===== src/rtl/spect_mel_binner.sv =====
// spect_mel_binner: accumulates one frame of FFT magnitude bins (0..255) into
// mel bands. Each bin's band is looked up through an external position table
// (registered read, one cycle latency) and shifted down by BAND_SHIFT.
// Exactly 256 >> BAND_SHIFT band sums are emitted per frame, in ascending order.
// Optional macro MEL_BIN_SAT_EN: band accumulator saturates instead of wrapping.
module spect_mel_binner #(
  parameter int MAG_W      = 16,
  parameter int ACC_W      = 24,
  parameter int BAND_SHIFT = 3
) (
  input  logic             clk,
  input  logic             rst,
  input  logic             in_valid,
  output logic             in_ready,
  input  logic [MAG_W-1:0] in_mag,
  input  logic             in_last,
  output logic [7:0]       table_addr,
  input  logic [7:0]       table_data,
  output logic             out_valid,
  output logic [7:0]       out_band,
  output logic [ACC_W-1:0] out_sum,
  output logic             out_last
);

  localparam int         NUM_BANDS = 256 >> BAND_SHIFT;
  localparam logic [7:0] LAST_BAND = 8'(NUM_BANDS - 1);

  typedef enum logic [1:0] {ACCUM, DRAIN, FLUSH} state_t;

  state_t             state_q, state_d;
  logic [7:0]         bin_cnt, bin_cnt_d;
  logic               p1_valid, p1_valid_d;
  logic [MAG_W-1:0]   p1_mag, p1_mag_d;
  logic [7:0]         cur_band, cur_band_d;
  logic [ACC_W-1:0]   acc, acc_d;
  logic               out_valid_d, out_last_d, in_ready_d;
  logic [7:0]         out_band_d;
  logic [ACC_W-1:0]   out_sum_d;

  logic               accept;
  logic [7:0]         band;
  logic [ACC_W-1:0]   mag_ext;
  logic [ACC_W-1:0]   acc_add;

  assign table_addr = bin_cnt;
  assign accept     = in_valid && in_ready;
  assign band       = table_data >> BAND_SHIFT;
  assign mag_ext    = ACC_W'(p1_mag);

`ifdef MEL_BIN_SAT_EN
  logic [ACC_W:0] acc_wide;
  assign acc_wide = {1'b0, acc} + {1'b0, mag_ext};
  assign acc_add  = acc_wide[ACC_W] ? '1 : acc_wide[ACC_W-1:0];
`else
  assign acc_add  = acc + mag_ext;
`endif

  // Next-state, pipeline and emission logic.
  // The last bin's band is never emitted in DRAIN itself: DRAIN only folds it
  // into acc (emitting the previous band if the band changed), and FLUSH then
  // emits cur_band onward, so at most one emission happens per cycle.
  always_comb begin
    state_d     = state_q;
    bin_cnt_d   = bin_cnt;
    p1_valid_d  = 1'b0;
    p1_mag_d    = p1_mag;
    cur_band_d  = cur_band;
    acc_d       = acc;
    out_valid_d = 1'b0;
    out_band_d  = out_band;
    out_sum_d   = out_sum;
    out_last_d  = 1'b0;
    in_ready_d  = in_ready;

    if (p1_valid) begin
      if (band == cur_band) begin
        acc_d = acc_add;
      end else begin
        out_valid_d = 1'b1;
        out_band_d  = cur_band;
        out_sum_d   = acc;
        cur_band_d  = band;
        acc_d       = mag_ext;
      end
    end

    case (state_q)
      ACCUM: begin
        if (accept) begin
          p1_valid_d = 1'b1;
          p1_mag_d   = in_mag;
          bin_cnt_d  = bin_cnt + 8'd1;
          if (in_last || bin_cnt == 8'd255) begin
            state_d    = DRAIN;
            in_ready_d = 1'b0;
          end
        end
      end
      DRAIN: begin
        state_d = FLUSH;
      end
      FLUSH: begin
        out_valid_d = 1'b1;
        out_band_d  = cur_band;
        out_sum_d   = acc;
        acc_d       = '0;
        if (cur_band == LAST_BAND) begin
          out_last_d = 1'b1;
          state_d    = ACCUM;
          bin_cnt_d  = '0;
          cur_band_d = '0;
        end else begin
          cur_band_d = cur_band + 8'd1;
        end
      end
      default: state_d = ACCUM;
    endcase

    if (out_valid && out_last) in_ready_d = 1'b1;
  end

  // State and datapath registers.
  always_ff @(posedge clk or posedge rst) begin
    if (rst) begin
      state_q   <= ACCUM;
      bin_cnt   <= '0;
      p1_valid  <= 1'b0;
      p1_mag    <= '0;
      cur_band  <= '0;
      acc       <= '0;
      out_valid <= 1'b0;
      out_band  <= '0;
      out_sum   <= '0;
      out_last  <= 1'b0;
      in_ready  <= 1'b1;
    end else begin
      state_q   <= state_d;
      bin_cnt   <= bin_cnt_d;
      p1_valid  <= p1_valid_d;
      p1_mag    <= p1_mag_d;
      cur_band  <= cur_band_d;
      acc       <= acc_d;
      out_valid <= out_valid_d;
      out_band  <= out_band_d;
      out_sum   <= out_sum_d;
      out_last  <= out_last_d;
      in_ready  <= in_ready_d;
    end
  end

endmodule


===== config.mk =====
export PLATFORM = sky130hd
export DESIGN_NAME = spect_mel_binner
export DESIGN_NICKNAME = d
export VERILOG_FILES = /design/src/rtl/spect_mel_binner.sv
export SDC_FILE = /design/constraint.sdc
export NUM_CORES = 1
export LEC_CHECK = 0
export ABC_AREA = 1
export ABC_CLOCK_PERIOD_IN_PS = 7500
export CAP_MARGIN = 30
export CORE_ASPECT_RATIO = 1.5
export CORE_MARGIN = 8
export CORE_UTILIZATION = 35
export CTS_CLUSTER_DIAMETER = 100
export CTS_CLUSTER_SIZE = 12
export DETAILED_ROUTE_END_ITERATION = 10
export GPL_TIMING_DRIVEN = 0
export PLACE_DENSITY = 0.6
export SLEW_MARGIN = 20
export SYNTH_ARGS = -nofsm -noshare
export SYNTH_HDL_FRONTEND = slang
export SYNTH_SLANG_ARGS = --single-unit

===== constraint.sdc =====
create_clock -name clk -period 7.5 [get_ports clk]
set_input_delay 1.5 -clock clk [delete_from_list [all_inputs] [get_ports clk]]
set_output_delay 1.5 -clock clk [all_outputs]
set_load 0.01 [all_outputs]

==> qor.yml <==
min_path:
  worstHoldPathType: "reg -> reg"
sta:
  timing.final.ws_setup_ns: 4.41
  clock_skew_ns: 0.00954
  finalCritPeriodShare_pct: 41.2
  max_slew.worst_pin.slew_ns: 0.741
  max_freq_mhz: 324
  holdWs_ns: 0.477
  period_needed_ns: 3.09
  hold_violations: 0
  rsz0062_at_grt: "false"
  slew_headroom_pct: 50.1
  setup_viol: 0
  fin_tns_setup_ns: 0
  drv_slew: 0
clocking:
  postCtsResizedCells: 0
  root_buffer: "clkbuf_16"
  cts_sinks: 94
  hold_buffers: 0
  path_clk_slew_ns: 0.07
  cts_tree: "yes"
  cts_buffers: 9
  cts_htree_levels: 3
  insertion_delay_ns: 0.35
  cts_buffer_depth: 2
  post-cts-setup-buffers: 0
power_and_ir_drop:
  p_per_area_nw_per_um2: 347
  p_leak_nw: 3.36
  power_mw: 2.29
  max-vdd-ir-drop_v: 0.000121
synth:
  synth.distinct_cells: 32
  synth.yosys.warnings: 0
  syn-cell-area_um2: 5370
  syn_avg_cell_area_um2: 7.03
  postSynthCellCount: 764
  ys.flop_type: "dfrtp_1"
  ys_ff_latch: 94
  syn_nets: 811
  synth-edff-count: 0
  synth-async-reset-ratio_pct: 100
  yosysSeqAreaShare_pct: 43.8
global_routing:
  grt_max_degree: 62
  grt_use_total_pct: 16.9
  grt_pass1_wl_mm: 25.7
  grt.overflow.total: 0
  grt_pass1_vias: 4995
  antenna_found_initial: 0
worst_setup_path:
  cp.required_ns: 7.73
  cp_cell_sequence: "clkdlybuf4s50_1, inv_1, o21ai_0, nor2_1, nand3_2, clkbuf_1, a21oi_1, nand2_1, nand2_1"
  reg2reg_from: "acc[0]$_DFFE_PP0P_"
  r2r_cells: 11
  critPathMaxFanout: 10
  path_common_cell: "nand2_1"
  crit_path_start: "table_data[3]"
  rr_endpoint: "acc[22]$_DFFE_PP0P_"
  crit_end: "acc[14]$_DFFE_PP0P_"
  crit_path_start_kind: "input port"
  cp.arrival_ns: 3.32
  slowest_delay_ns: 0.48
  ff2ff_setup_slack_ns: 5.06
  critPathKind: "in -> reg"
  slowest_stage: "clkdlybuf4s50_1"
  cp-end-kind: "register"
routing:
  wl_mm: 15.5
  vias_per_cell: 4.77
  drt_first_pass_iters: 5
  first_iter_violations: 278
  num_vias: 4995
  routedWlPerCell_um: 14.8
  drc_errors: 0
  ant_nets: 0
floorplan:
  initial_core_util_pct: 35.6
  io_pins: 71
  rows: 55
  die_h_um: 168
  fp.dieW_um: 117
  core_um2: 15100
  die-area_um2: 19600
run:
  maxCapViolCount: 0
placement:
  place.port_buffers: 67
  finalWeightedCongestion: 0.939
  post-place-ws_ns: 4.08
  dp_hpwl_mm: 12.1
cells_and_area:
  diodes: 0
  syn2layout_area_growth_pct: 23.0
  drive_gt1_share_pct: 4.13
  fill_cells: 1584
  final_nets: 890
outcome:
  status: "finished, final reports clean"
synthesized netlist by cell type, types with 4 or more instances:
library cell  count  area, um2
dfrtp_1          93       2330
buf_2             9       45.0
xor2_1            7       61.3
o22ai_1           7       43.8
xnor2_1           4       35.0
nand2_1         296       1110
clkbuf_1          7       26.3
nand3_1          47        235
a21oi_1          18       90.1
o21ai_1           9       45.0
nor3_1           10       50.1
o21ai_0          53        265
nor2_1           57        214
inv_1           103        387
ha_1             18        225
nand4_1           8       50.1
cell type report:
cell class              count  area, um2  share of cell area [%]
flip-flops and latches     94       2350                    35.6
repair buffers             68        698                    10.6
clock buffers              10        239                    3.62
inverters                 103        392                    5.93
well taps                 199        249                    3.77
plain buffers              17       75.1                    1.14
clock inverters             6       42.5                   0.644
multi-input cells         550       2550                    38.7
cells by family (layout without fill, tap and decap cells):
family,count (synthesis),after routing,synth area share [%]
AO/OA/AOI/OAI,92,92,8.97
XOR/XNOR,11,11,1.79
adder cells (fa/ha/maj),19,19,4.57
buffers and inverters,120,204,8.60
flip-flops,94,94,43.8
AND/OR/NAND/NOR,428,428,32.2
power by group:
| group | internal (mW) | switching [mW] | total, mW |
|---|---|---|---|
| Clock | 0.235 | 0.209 | 0.445 |
| Sequential | 0.672 | 0.129 | 0.800 |
| Combinational | 0.394 | 0.651 | 1.05 |
cells in the final DEF (no fill, tap or decap), types with 3 or more instances in the layout:
cell type	instances
nand2_1	296
inv_1	102
dfrtp_1	93
clkdlybuf4s50_1	67
nor2_1	57
o21ai_0	53
nand3_1	47
a21oi_1	18
ha_1	18
nor3_1	10
buf_2	9
o21ai_1	9
clkbuf_16	9
nand4_1	8
o22ai_1	7
clkbuf_1	7
xor2_1	7
xnor2_1	4
inv_6	3
layer usage:
metal,up-vias,GRT usage (%),share of wire (%)
met2,97,31.0,54
met4,0,6.77,3.0
met3,24,3.42,4.8
met5,-,0,0
li1,2552,-,-
met1,2322,18.0,38
per-stage QoR:
stage,utilization (%),area [um2],instances
final,43.8,6600,1047
after global routing,43.8,6600,1047
after CTS,43.8,6600,1047
after detailed placement,42.0,6320,1031
after global placement,41.7,6290,1030
after floorplan,-,5370,764
worst min-delay path by stage:
stage / start / end / slack [ns] / cells after the start
finish: out_sum[5]$_DFFE_PP0P_ / out_sum[5]$_DFFE_PP0P_ / 0.48 / 2
global route: out_sum[12]$_DFFE_PP0P_ / out_sum[12]$_DFFE_PP0P_ / 0.50 / 2
CTS: out_sum[5]$_DFFE_PP0P_ / out_sum[5]$_DFFE_PP0P_ / 0.48 / 2
detailed placement: out_sum[7]$_DFFE_PP0P_ / out_sum[7]$_DFFE_PP0P_ / 0.46 / 2
global placement: out_sum[7]$_DFFE_PP0P_ / out_sum[7]$_DFFE_PP0P_ / 0.46 / 2
floorplan: acc[23]$_DFFE_PP0P_ / acc[23]$_DFFE_PP0P_ / 0.47 / 2
state kept, by name, summed over array words and instances (netlist names):
name        cells
out_last        1
p1_valid        1
out_sum        24
acc            24
out_band        8
out_valid       1
p1_mag         16
cur_band        8
state_q         2
table_addr      8
in_ready        1
worst max-delay path, delay by kind of cell:
| family | cells | cell delay [ns] |
|---|---|---|
| compound gates | 2 | 0.34 |
| simple gates | 4 | 0.46 |
| buf+inv | 3 | 1.02 |
No activity file was read; power rests on OpenSTA's default activity.
